**src/rtl/leaf_pkg.sv**
```systemverilog
// Shared widths, packet field positions and per-port scheduler state for the leaf output path.
package leaf_pkg;
   localparam int PACKET_BITS   = 49;
   localparam int PAYLOAD_BITS  = 32;
   localparam int NUM_LEAF_BITS = 5;
   localparam int NUM_PORT_BITS = 4;
   localparam int NUM_ADDR_BITS = 7;
   localparam int CREDIT_BITS   = NUM_ADDR_BITS + 1;

   localparam int LEAF_LSB = 44;
   localparam int PORT_LSB = 40;
   localparam int ADDR_LSB = 33;
   localparam int FLAG_BIT = 32;

   typedef struct packed {
      logic                     en;
      logic [NUM_LEAF_BITS-1:0] dest_leaf;
      logic [NUM_PORT_BITS-1:0] dest_port;
      logic [NUM_ADDR_BITS-1:0] addr;
      logic [CREDIT_BITS-1:0]   credit;
   } port_state_t;

   function automatic logic [PACKET_BITS-1:0] make_pkt(input port_state_t s,
                                                        input logic [PAYLOAD_BITS-1:0] payload);
      make_pkt = {s.dest_leaf, s.dest_port, s.addr, 1'b1, payload};
   endfunction
endpackage

```
**src/rtl/leaf_out_sched_if.sv**
```systemverilog
// Packet bus from the leaf output scheduler to the BFT.
interface leaf_out_sched_if;
   import leaf_pkg::*;

   logic [PACKET_BITS-1:0] dout_pkt;
   logic                   dout_vld;
   logic                   dout_ack;

   modport master (output dout_pkt, output dout_vld, input dout_ack);
   modport slave  (input dout_pkt, input dout_vld, output dout_ack);
endinterface

```
**src/rtl/rr_arbiter.sv**
```systemverilog
// Combinational round-robin arbiter: one-hot grant to the first request at or after ptr.
module rr_arbiter #(
   parameter int N = 4,
   localparam int PTR_W = (N > 1) ? $clog2(N) : 1
) (
   input  logic [N-1:0]     req,
   input  logic [PTR_W-1:0] ptr,
   output logic [N-1:0]     gnt
);
   always_comb begin
      logic             found;
      logic [PTR_W-1:0] idx;
      gnt   = '0;
      found = 1'b0;
      idx   = '0;
      for (int k = 0; k < N; k++) begin
         idx = PTR_W'((int'(ptr) + k) % N);
         if (!found && req[idx]) begin
            gnt[idx] = 1'b1;
            found    = 1'b1;
         end
      end
   end
endmodule

```
**src/rtl/leaf_out_sched.sv**
```systemverilog
// Credit-gated round-robin scheduler of user output streams onto the leaf's single BFT packet register.
module leaf_out_sched
   import leaf_pkg::*;
#(
   parameter int NUM_OUT_PORTS         = 4,
   parameter int FREESPACE_UPDATE_SIZE = 64
) (
   input  logic                                  clk,
   input  logic                                  reset,
   input  logic [NUM_OUT_PORTS*PAYLOAD_BITS-1:0] din_leaf_user2interface,
   input  logic [NUM_OUT_PORTS-1:0]              vld_user2interface,
   output logic [NUM_OUT_PORTS-1:0]              ack_interface2user,
   input  logic                                  cfg_wr_en,
   input  logic [NUM_PORT_BITS-1:0]              cfg_port,
   input  logic [NUM_LEAF_BITS-1:0]              cfg_dest_leaf,
   input  logic [NUM_PORT_BITS-1:0]              cfg_dest_port,
   input  logic                                  credit_vld,
   input  logic [NUM_PORT_BITS-1:0]              credit_port,
   input  logic [CREDIT_BITS-1:0]                credit_amt,
   leaf_out_sched_if.master                      bft
);
   localparam int PTR_W = (NUM_OUT_PORTS > 1) ? $clog2(NUM_OUT_PORTS) : 1;
   localparam int SUM_W = CREDIT_BITS + 2;
   localparam logic [CREDIT_BITS-1:0] CREDIT_MAX = CREDIT_BITS'(FREESPACE_UPDATE_SIZE);
   localparam logic [SUM_W-1:0]       SUM_MAX    = SUM_W'(FREESPACE_UPDATE_SIZE);

   port_state_t st     [NUM_OUT_PORTS];
   port_state_t st_nxt [NUM_OUT_PORTS];

   logic [PTR_W-1:0]         rr_ptr;
   logic [PTR_W-1:0]         rr_ptr_nxt;
   logic [NUM_OUT_PORTS-1:0] req;
   logic [NUM_OUT_PORTS-1:0] gnt;
   logic                     out_free;
   logic                     gnt_any;
   logic [PACKET_BITS-1:0]   pkt_nxt;
   logic [SUM_W-1:0]         credit_sum;

   // The register can take a new beat in the same cycle the held one is accepted.
   assign out_free = !bft.dout_vld || bft.dout_ack;

   always_comb begin
      req = '0;
      for (int i = 0; i < NUM_OUT_PORTS; i++)
         req[i] = out_free && vld_user2interface[i] && st[i].en && (st[i].credit != '0);
   end

   rr_arbiter #(.N(NUM_OUT_PORTS)) u_arb (
      .req (req),
      .ptr (rr_ptr),
      .gnt (gnt)
   );

   assign ack_interface2user = gnt;
   assign gnt_any            = |gnt;

   always_comb begin
      pkt_nxt    = '0;
      rr_ptr_nxt = rr_ptr;
      for (int i = 0; i < NUM_OUT_PORTS; i++) begin
         if (gnt[i]) begin
            pkt_nxt    = make_pkt(st[i], din_leaf_user2interface[i*PAYLOAD_BITS +: PAYLOAD_BITS]);
            rr_ptr_nxt = PTR_W'((i + 1) % NUM_OUT_PORTS);
         end
      end
   end

   // Configuration overrides any same-cycle grant or credit update on that port.
   always_comb begin
      credit_sum = '0;
      for (int i = 0; i < NUM_OUT_PORTS; i++) begin
         st_nxt[i]  = st[i];
         credit_sum = SUM_W'(st[i].credit);
         if (credit_vld && (credit_port == NUM_PORT_BITS'(i + 1)) && st[i].en)
            credit_sum = credit_sum + SUM_W'(credit_amt);
         if (gnt[i]) begin
            credit_sum     = credit_sum - SUM_W'(1);
            st_nxt[i].addr = st[i].addr + 1'b1;
         end
         st_nxt[i].credit = (credit_sum > SUM_MAX) ? CREDIT_MAX : credit_sum[CREDIT_BITS-1:0];
         if (cfg_wr_en && (cfg_port == NUM_PORT_BITS'(i + 1))) begin
            st_nxt[i].en        = 1'b1;
            st_nxt[i].dest_leaf = cfg_dest_leaf;
            st_nxt[i].dest_port = cfg_dest_port;
            st_nxt[i].addr      = '0;
            st_nxt[i].credit    = CREDIT_MAX;
         end
      end
   end

   always_ff @(posedge clk) begin
      if (reset) begin
         for (int i = 0; i < NUM_OUT_PORTS; i++)
            st[i] <= '0;
         rr_ptr       <= '0;
         bft.dout_pkt <= '0;
         bft.dout_vld <= 1'b0;
      end else begin
         for (int i = 0; i < NUM_OUT_PORTS; i++)
            st[i] <= st_nxt[i];
         rr_ptr <= rr_ptr_nxt;
         if (gnt_any) begin
            bft.dout_pkt <= pkt_nxt;
            bft.dout_vld <= 1'b1;
         end else if (bft.dout_ack) begin
            bft.dout_vld <= 1'b0;
         end
      end
   end
endmodule
```
**src/flat_wrapper.sv**
```systemverilog
// flat-port wrapper written by rule: the top's interface ports become plain ports
module leaf_out_sched_flat import leaf_pkg::*;
#(
   parameter int NUM_OUT_PORTS         = 4,
   parameter int FREESPACE_UPDATE_SIZE = 64
)
  (clk, reset, din_leaf_user2interface, vld_user2interface, ack_interface2user, cfg_wr_en, cfg_port, cfg_dest_leaf, cfg_dest_port, credit_vld, credit_port, credit_amt, bft_dout_pkt, bft_dout_vld, bft_dout_ack);
  leaf_out_sched_if bft_i ();
  input  logic clk;
  input  logic reset;
  input  logic [NUM_OUT_PORTS*PAYLOAD_BITS-1:0] din_leaf_user2interface;
  input  logic [NUM_OUT_PORTS-1:0] vld_user2interface;
  output logic [NUM_OUT_PORTS-1:0] ack_interface2user;
  input  logic cfg_wr_en;
  input  logic [NUM_PORT_BITS-1:0] cfg_port;
  input  logic [NUM_LEAF_BITS-1:0] cfg_dest_leaf;
  input  logic [NUM_PORT_BITS-1:0] cfg_dest_port;
  input  logic credit_vld;
  input  logic [NUM_PORT_BITS-1:0] credit_port;
  input  logic [CREDIT_BITS-1:0] credit_amt;
  output wire logic [$bits(bft_i.dout_pkt)-1:0] bft_dout_pkt;
  output wire logic [$bits(bft_i.dout_vld)-1:0] bft_dout_vld;
  input wire logic [$bits(bft_i.dout_ack)-1:0] bft_dout_ack;
  assign bft_dout_pkt = bft_i.dout_pkt;
  assign bft_dout_vld = bft_i.dout_vld;
  assign bft_i.dout_ack = bft_dout_ack;
  leaf_out_sched #(.NUM_OUT_PORTS(NUM_OUT_PORTS), .FREESPACE_UPDATE_SIZE(FREESPACE_UPDATE_SIZE)) u_core (.clk(clk), .reset(reset), .din_leaf_user2interface(din_leaf_user2interface), .vld_user2interface(vld_user2interface), .ack_interface2user(ack_interface2user), .cfg_wr_en(cfg_wr_en), .cfg_port(cfg_port), .cfg_dest_leaf(cfg_dest_leaf), .cfg_dest_port(cfg_dest_port), .credit_vld(credit_vld), .credit_port(credit_port), .credit_amt(credit_amt), .bft(bft_i));
endmodule
```
**config.mk**
```make
export PLATFORM = sky130hd
export DESIGN_NAME = leaf_out_sched_flat
export DESIGN_NICKNAME = d
export VERILOG_FILES = /design/src/rtl/leaf_pkg.sv /design/src/rtl/leaf_out_sched_if.sv /design/src/rtl/rr_arbiter.sv /design/src/rtl/leaf_out_sched.sv /design/src/flat_wrapper.sv
export SDC_FILE = /design/constraint.sdc
export NUM_CORES = 1
export LEC_CHECK = 0
export CAP_MARGIN = 25
export CORE_MARGIN = 2
export CORE_UTILIZATION = 59
export CTS_CLUSTER_DIAMETER = 40
export DETAILED_ROUTE_END_ITERATION = 12
export DONT_BUFFER_PORTS = 1
export PLACE_DENSITY_LB_ADDON = 0.08
export RECOVER_POWER = 100
export SLEW_MARGIN = 20
export SYNTH_ARGS = -nofsm -noshare
export SYNTH_HDL_FRONTEND = slang
export SYNTH_SLANG_ARGS = --single-unit
```
**constraint.sdc**
```tcl
create_clock -name clk -period 3.7 [get_ports clk]
set_input_delay 0.925 -clock clk [delete_from_list [all_inputs] [get_ports clk]]
set_output_delay 0.925 -clock clk [all_outputs]
set_load 0.01 [all_outputs]
```
**After elaboration in Yosys (flattened, before gate mapping)**

Memories as Yosys holds them, arrays and structs flattened.
Index checks and enable logic that the tools add are counted.

- Register bits: 52
- Memory bits (writable): 100
- Output and inout bits: 54
- Word-level logic and storage cells: 149
- Memories: 1

Memories:

| memory | words | bits a word | read ports | clocked after Yosys merged registers in | wr ports | line | text |
|---|---|---|---|---|---|---|---|
| u_core.st | 4 | 25 | 4 | 0 | 4 | leaf_out_sched.sv:27 | `port_state_t st [NUM_OUT_PORTS];` |

- $add $sub $neg: 15
- Order comparisons: 12
- Equal/unequal tests: 8
- Mux-type cells: 59
- Bitwise operators: 7
- Reductions and logical operators: 44

Operator list:

| kind | count |
|---|---|
| $mux 25 | 8 |
| $mux 49 | 4 |
| $mux 10 | 8 |
| $gt 10x7->1 const B | 4 |
| $sub 10x1->10 const B | 4 |
| $add 8x8->9 | 4 |
| $mux 8 | 4 |
| $reduce_bool 8->1 | 4 |
| $logic_and 1x1->1 | 31 |
| $add 7x1->7 const B | 4 |
| $mux 7 | 4 |
| $eq 4x2->1 const B | 4 |
| $mux 1 | 16 |
| $mux 4 | 4 |
| $lt 2x3->1 const B | 4 |
| $or 4x4->4 | 3 |
| $bmux 1 s2 | 4 |
| $demux 1 s2 | 4 |
| $eq 4x1->1 const B | 2 |
| $eq 4x3->1 const B | 2 |
| $ge 2x1->1 const B | 4 |
| $mux 2 | 3 |
| $add 2x2->2 const B | 2 |
| $logic_not 1->1 | 4 |
| other kinds (7) | 10 |

**Logic depth before layout (Yosys ltp)**

Gate-level depths: netlist of run 1.

- Depth after elaboration: 22
- Gate-level depth with buffers: 14
- Depth with buffers taken out: 12

**Modules after synthesis**

A second synthesis of run 1 with hierarchy kept.

- Cell total of the unflattened synthesis: 1,194
- Area, all modules: 9,633.0 um^2

Modules (own cells, without submodules):

| module | times used | cells each | area an instance (um^2) | sequential area each (um^2) |
|---|---|---|---|---|
| leaf_out_sched | 1 | 1,158 | 9,295.2 | 3,042.9 |
| rr_arbiter | 1 | 36 | 337.8 | 0.0 |

**Worst setup path after synthesis of run 1**

Ideal clock, no wire load.

- Kind: input-to-reg
- Start point: input credit_amt[1]
- End point: memory u_core.st[0][1] (netlist bit)
- Setup time: 0.104 ns
- Data arrival time: 3.644 ns
- Data required time: 3.596 ns
- Path slack: -0.048 ns
- Cell stages on the path: 11
- Path buffers: 1
- Path through: ha_1 a211oi_2 o21bai_1 a21o_1 a221oi_1 and2_4 o211ai_4 or4_1 and3_4 buf_6 a2111oi_2

RTL lines:

| what | line | text |
|---|---|---|
| from (decl) | flat_wrapper.sv:20 | `input logic [CREDIT_BITS-1:0] credit_amt;` |
| to (decl) | leaf_out_sched.sv:27 |  |

==> metrics.yaml, run 1 <==
floorplan:
  fp-row-count: 47
  start_util_pct: 60.2
  die_y_um: 134
  dieArea_sq_um: 18000
  ios: 216
  die_w_um: 134
  fp.coreArea_sq_um: 16600
layout:
  postLayoutCoreUtil_pct: 67.1
  syn2layout_area_growth_pct: 11.4
  fill_cells: 1484
  finalNonFillerCells: 1501
  final_cell_mix: "nor2_1 (194), nand2_1 (170), dfxtp_1 (152)"
  layout_commonest_cell: "nor2_1"
  antenna_cells: 0
  final_nets: 1481
  drive_above_1_share_pct: 14.4
logic_synthesis:
  ys_ff_latch: 152
  syn_inst: 1256
  asyncSetResetFlopFracSynth_pct: 0
  synth_area_per_cell_sq_um: 7.95
  yosys_warnings: 0
  synth_cell_types: 91
  ys.flop_type: "dfxtp_1"
  synth.yosys.seq_area_share_pct: 30.5
  synth-edff-count: 0
  synth_area_sq_um: 9980
grt:
  antenna_found_initial: 0
  grt_pass1_vias: 8953
  grt_pass1_wl_um: 44700
  gr-total-overflow: 0
  grt_use_total_pct: 30.9
  grt_max_degree: 100
sta:
  hold_viol_final: 0
  drv_slew: 0
  min_period_over_period_pct: 97.2
  max_freq_mhz: 278
  slew_headroom_pct: 15.5
  setup_tns_ns: 0
  finClkSkew_ns: 0.0165
  tightest_slew_ns: 1.25
  period_minus_slack_ns: 3.60
  rsz0062_at_grt: "false"
  setup_violations: 0
hold_path:
  whs_path_depth: 2
  hold_path_startpoint: "u_core.st[2][16]"
  hold_end: "u_core.st[2][16]"
  min_path_type: "reg2reg"
clock_tree:
  clk_path_buf_depth: 2
  cts-root-buf: "clkbuf_16"
  post_cts_buffers: 0
  numCtsBuffers: 17
  clock_latency_ns: 0.44
  cts_sinks: 152
  htree_levels: 4
  cts_tree: "built"
  clkTransAtPathRegs_ns: 0.07
route:
  firstDrtPassIters: 5
  vias_per_cell: 6.29
  via_count: 9442
  postRouteAntennaNets: 0
  wl_per_cell_um: 18.7
  remaining_drc_errors: 0
  wl_um: 28100
  dr.first_iter.drc_count: 534
placed_design:
  dp_cells: 1469
  port_buffers: 0
  finalWeightedCongestion: 0.906
  hpwl_um: 20400
setup_path:
  reg2reg_slack_ns: 0.28
  r2r_cells: 12
  regToRegStartpoint: "u_core.st[0][0]"
  path_max_fanout: 27
  cp-end-kind: "primary output"
  timing.rr.end: "u_core.st[0][1]"
  critPathLaunchType: "register"
  cp.arrival_ns: 2.67
  worst-setup-path-type: "reg2out"
  required_ns: 2.77
power_and_ir_drop:
  power_density_nw_per_um2: 725
  power_uw: 8060
  p_leak_uw: 0.00426
  vdd_drop_max_mv: 0.539
status:
  status: "completed"
run:
  drv_cap: 0
## through the flow
stage	hold WS [ns]	cell area, sq um	setup WS, ns
CTS	0.456	11200	0.0720
global placement	0.438	10500	0.0907
global route	0.477	11100	0.0109
finish	0.462	11100	0.103
detailed placement	0.446	10500	0.0521
floorplan	0.437	10000	0.0193
## layer usage
layer / GRT usage [%] / routed length [um] / vias to the layer above
li1: - / - / 4613
met1: 38.4 / 12100 / 4483
met2: 52.4 / 13300 / 295
met3: 6.84 / 1830 / 51
met5: 0 / 0 / -
met4: 12.1 / 902 / 0
## cell usage after synthesis (6+ instances only)
library cell | number | area, sq um
and2_1 | 10 | 62.6
nand4_1 | 14 | 87.6
nor2_1 | 195 | 732
nor3_1 | 23 | 115
ha_1 | 47 | 588
xnor2_1 | 25 | 219
a311oi_1 | 51 | 447
nor4_1 | 11 | 68.8
buf_1 | 9 | 33.8
buf_2 | 12 | 60.1
clkbuf_1 | 47 | 176
nor3b_1 | 11 | 82.6
a21oi_1 | 37 | 185
mux2i_1 | 40 | 400
a211oi_1 | 19 | 143
nand3_1 | 72 | 360
o21ai_0 | 26 | 130
nand3b_1 | 7 | 52.6
nand2_1 | 170 | 638
a31o_2 | 50 | 438
dfxtp_1 | 152 | 3040
xor2_1 | 26 | 228
nor2b_1 | 6 | 37.5
a31oi_1 | 9 | 56.3
or3_1 | 8 | 50.1
o221ai_1 | 7 | 61.3
nor4_2 | 7 | 87.6
a21o_1 | 11 | 82.6
o21a_1 | 10 | 75.1
o31a_1 | 6 | 52.6
inv_1 | 26 | 97.6
## cell type report
class	instances	area [sq um]	area share, %
clock buffer	17	425	3.82
clock inverter	15	170	1.53
inverter	29	126	1.14
multi-input combinational	1009	6610	59.4
sequential	152	3040	27.4
tap	220	275	2.47
timing repair buffer	59	475	4.27
## worst max path at each step
stage / from / to / slack, ns / depth (start not counted)
floorplan: bft_dout_ack / ack_interface2user[0] / 0.02 / 9
finish: u_core.st[2][4] / ack_interface2user[0] / 0.10 / 7
detailed placement: credit_amt[1] / u_core.st[1][1] / 0.05 / 13
global route: u_core.st[2][4] / ack_interface2user[3] / 0.01 / 7
global placement: credit_amt[1] / u_core.st[1][1] / 0.09 / 13
CTS: u_core.rr_ptr[0] / ack_interface2user[2] / 0.07 / 9
## worst max-delay path, stage by stage, from the launching register on
cell      delay [ns]
dfxtp_1         0.36
nor4_2          0.43
a21o_2          0.26
a22oi_1         0.14
o32a_4          0.42
o221ai_4        0.30
nor2_2          0.10
clkinv_4        0.22
## state kept, by name, summed over array words and instances (netlist names)
name,cells
u_core.bft.dout_pkt,49
u_core.st,100
u_core.bft.dout_vld,1
u_core.rr_ptr,2
## cells by family after synthesis
group           Yosys count  share of synthesized area (%)
xor+xnor                 51                           4.47
mux                      44                           4.46
compound gates          281                           22.2
buf+inv                  98                           3.96
flops                   152                           30.5
other cells               1                         0.0376
simple gates            578                           27.7
fa+ha+maj                51                           6.69
## power by group
part / total [uW] / switching, uW / internal, uW
Combinational: 3970 / 2290 / 1680
Sequential: 2340 / 374 / 1970
Clock: 1750 / 835 / 911
Total: 8060 / 3500 / 4560
## what timing repair did
| item | CTS | global route |
|---|---|---|
| endpoints found under the setup margin | 4 | 4 |
| cloned | 0 | 0 |
| gates resized for setup | 4 | 8 |
| hold buffers | 0 | 0 |
No activity file was read; power rests on OpenSTA's default activity.
==> run 2: changes to the inputs <==
Settings changed: CTS_CLUSTER_DIAMETER 40 to default.
==> results of run 2 <==
Final layout, timing and power as in run 1 (identical DEF).
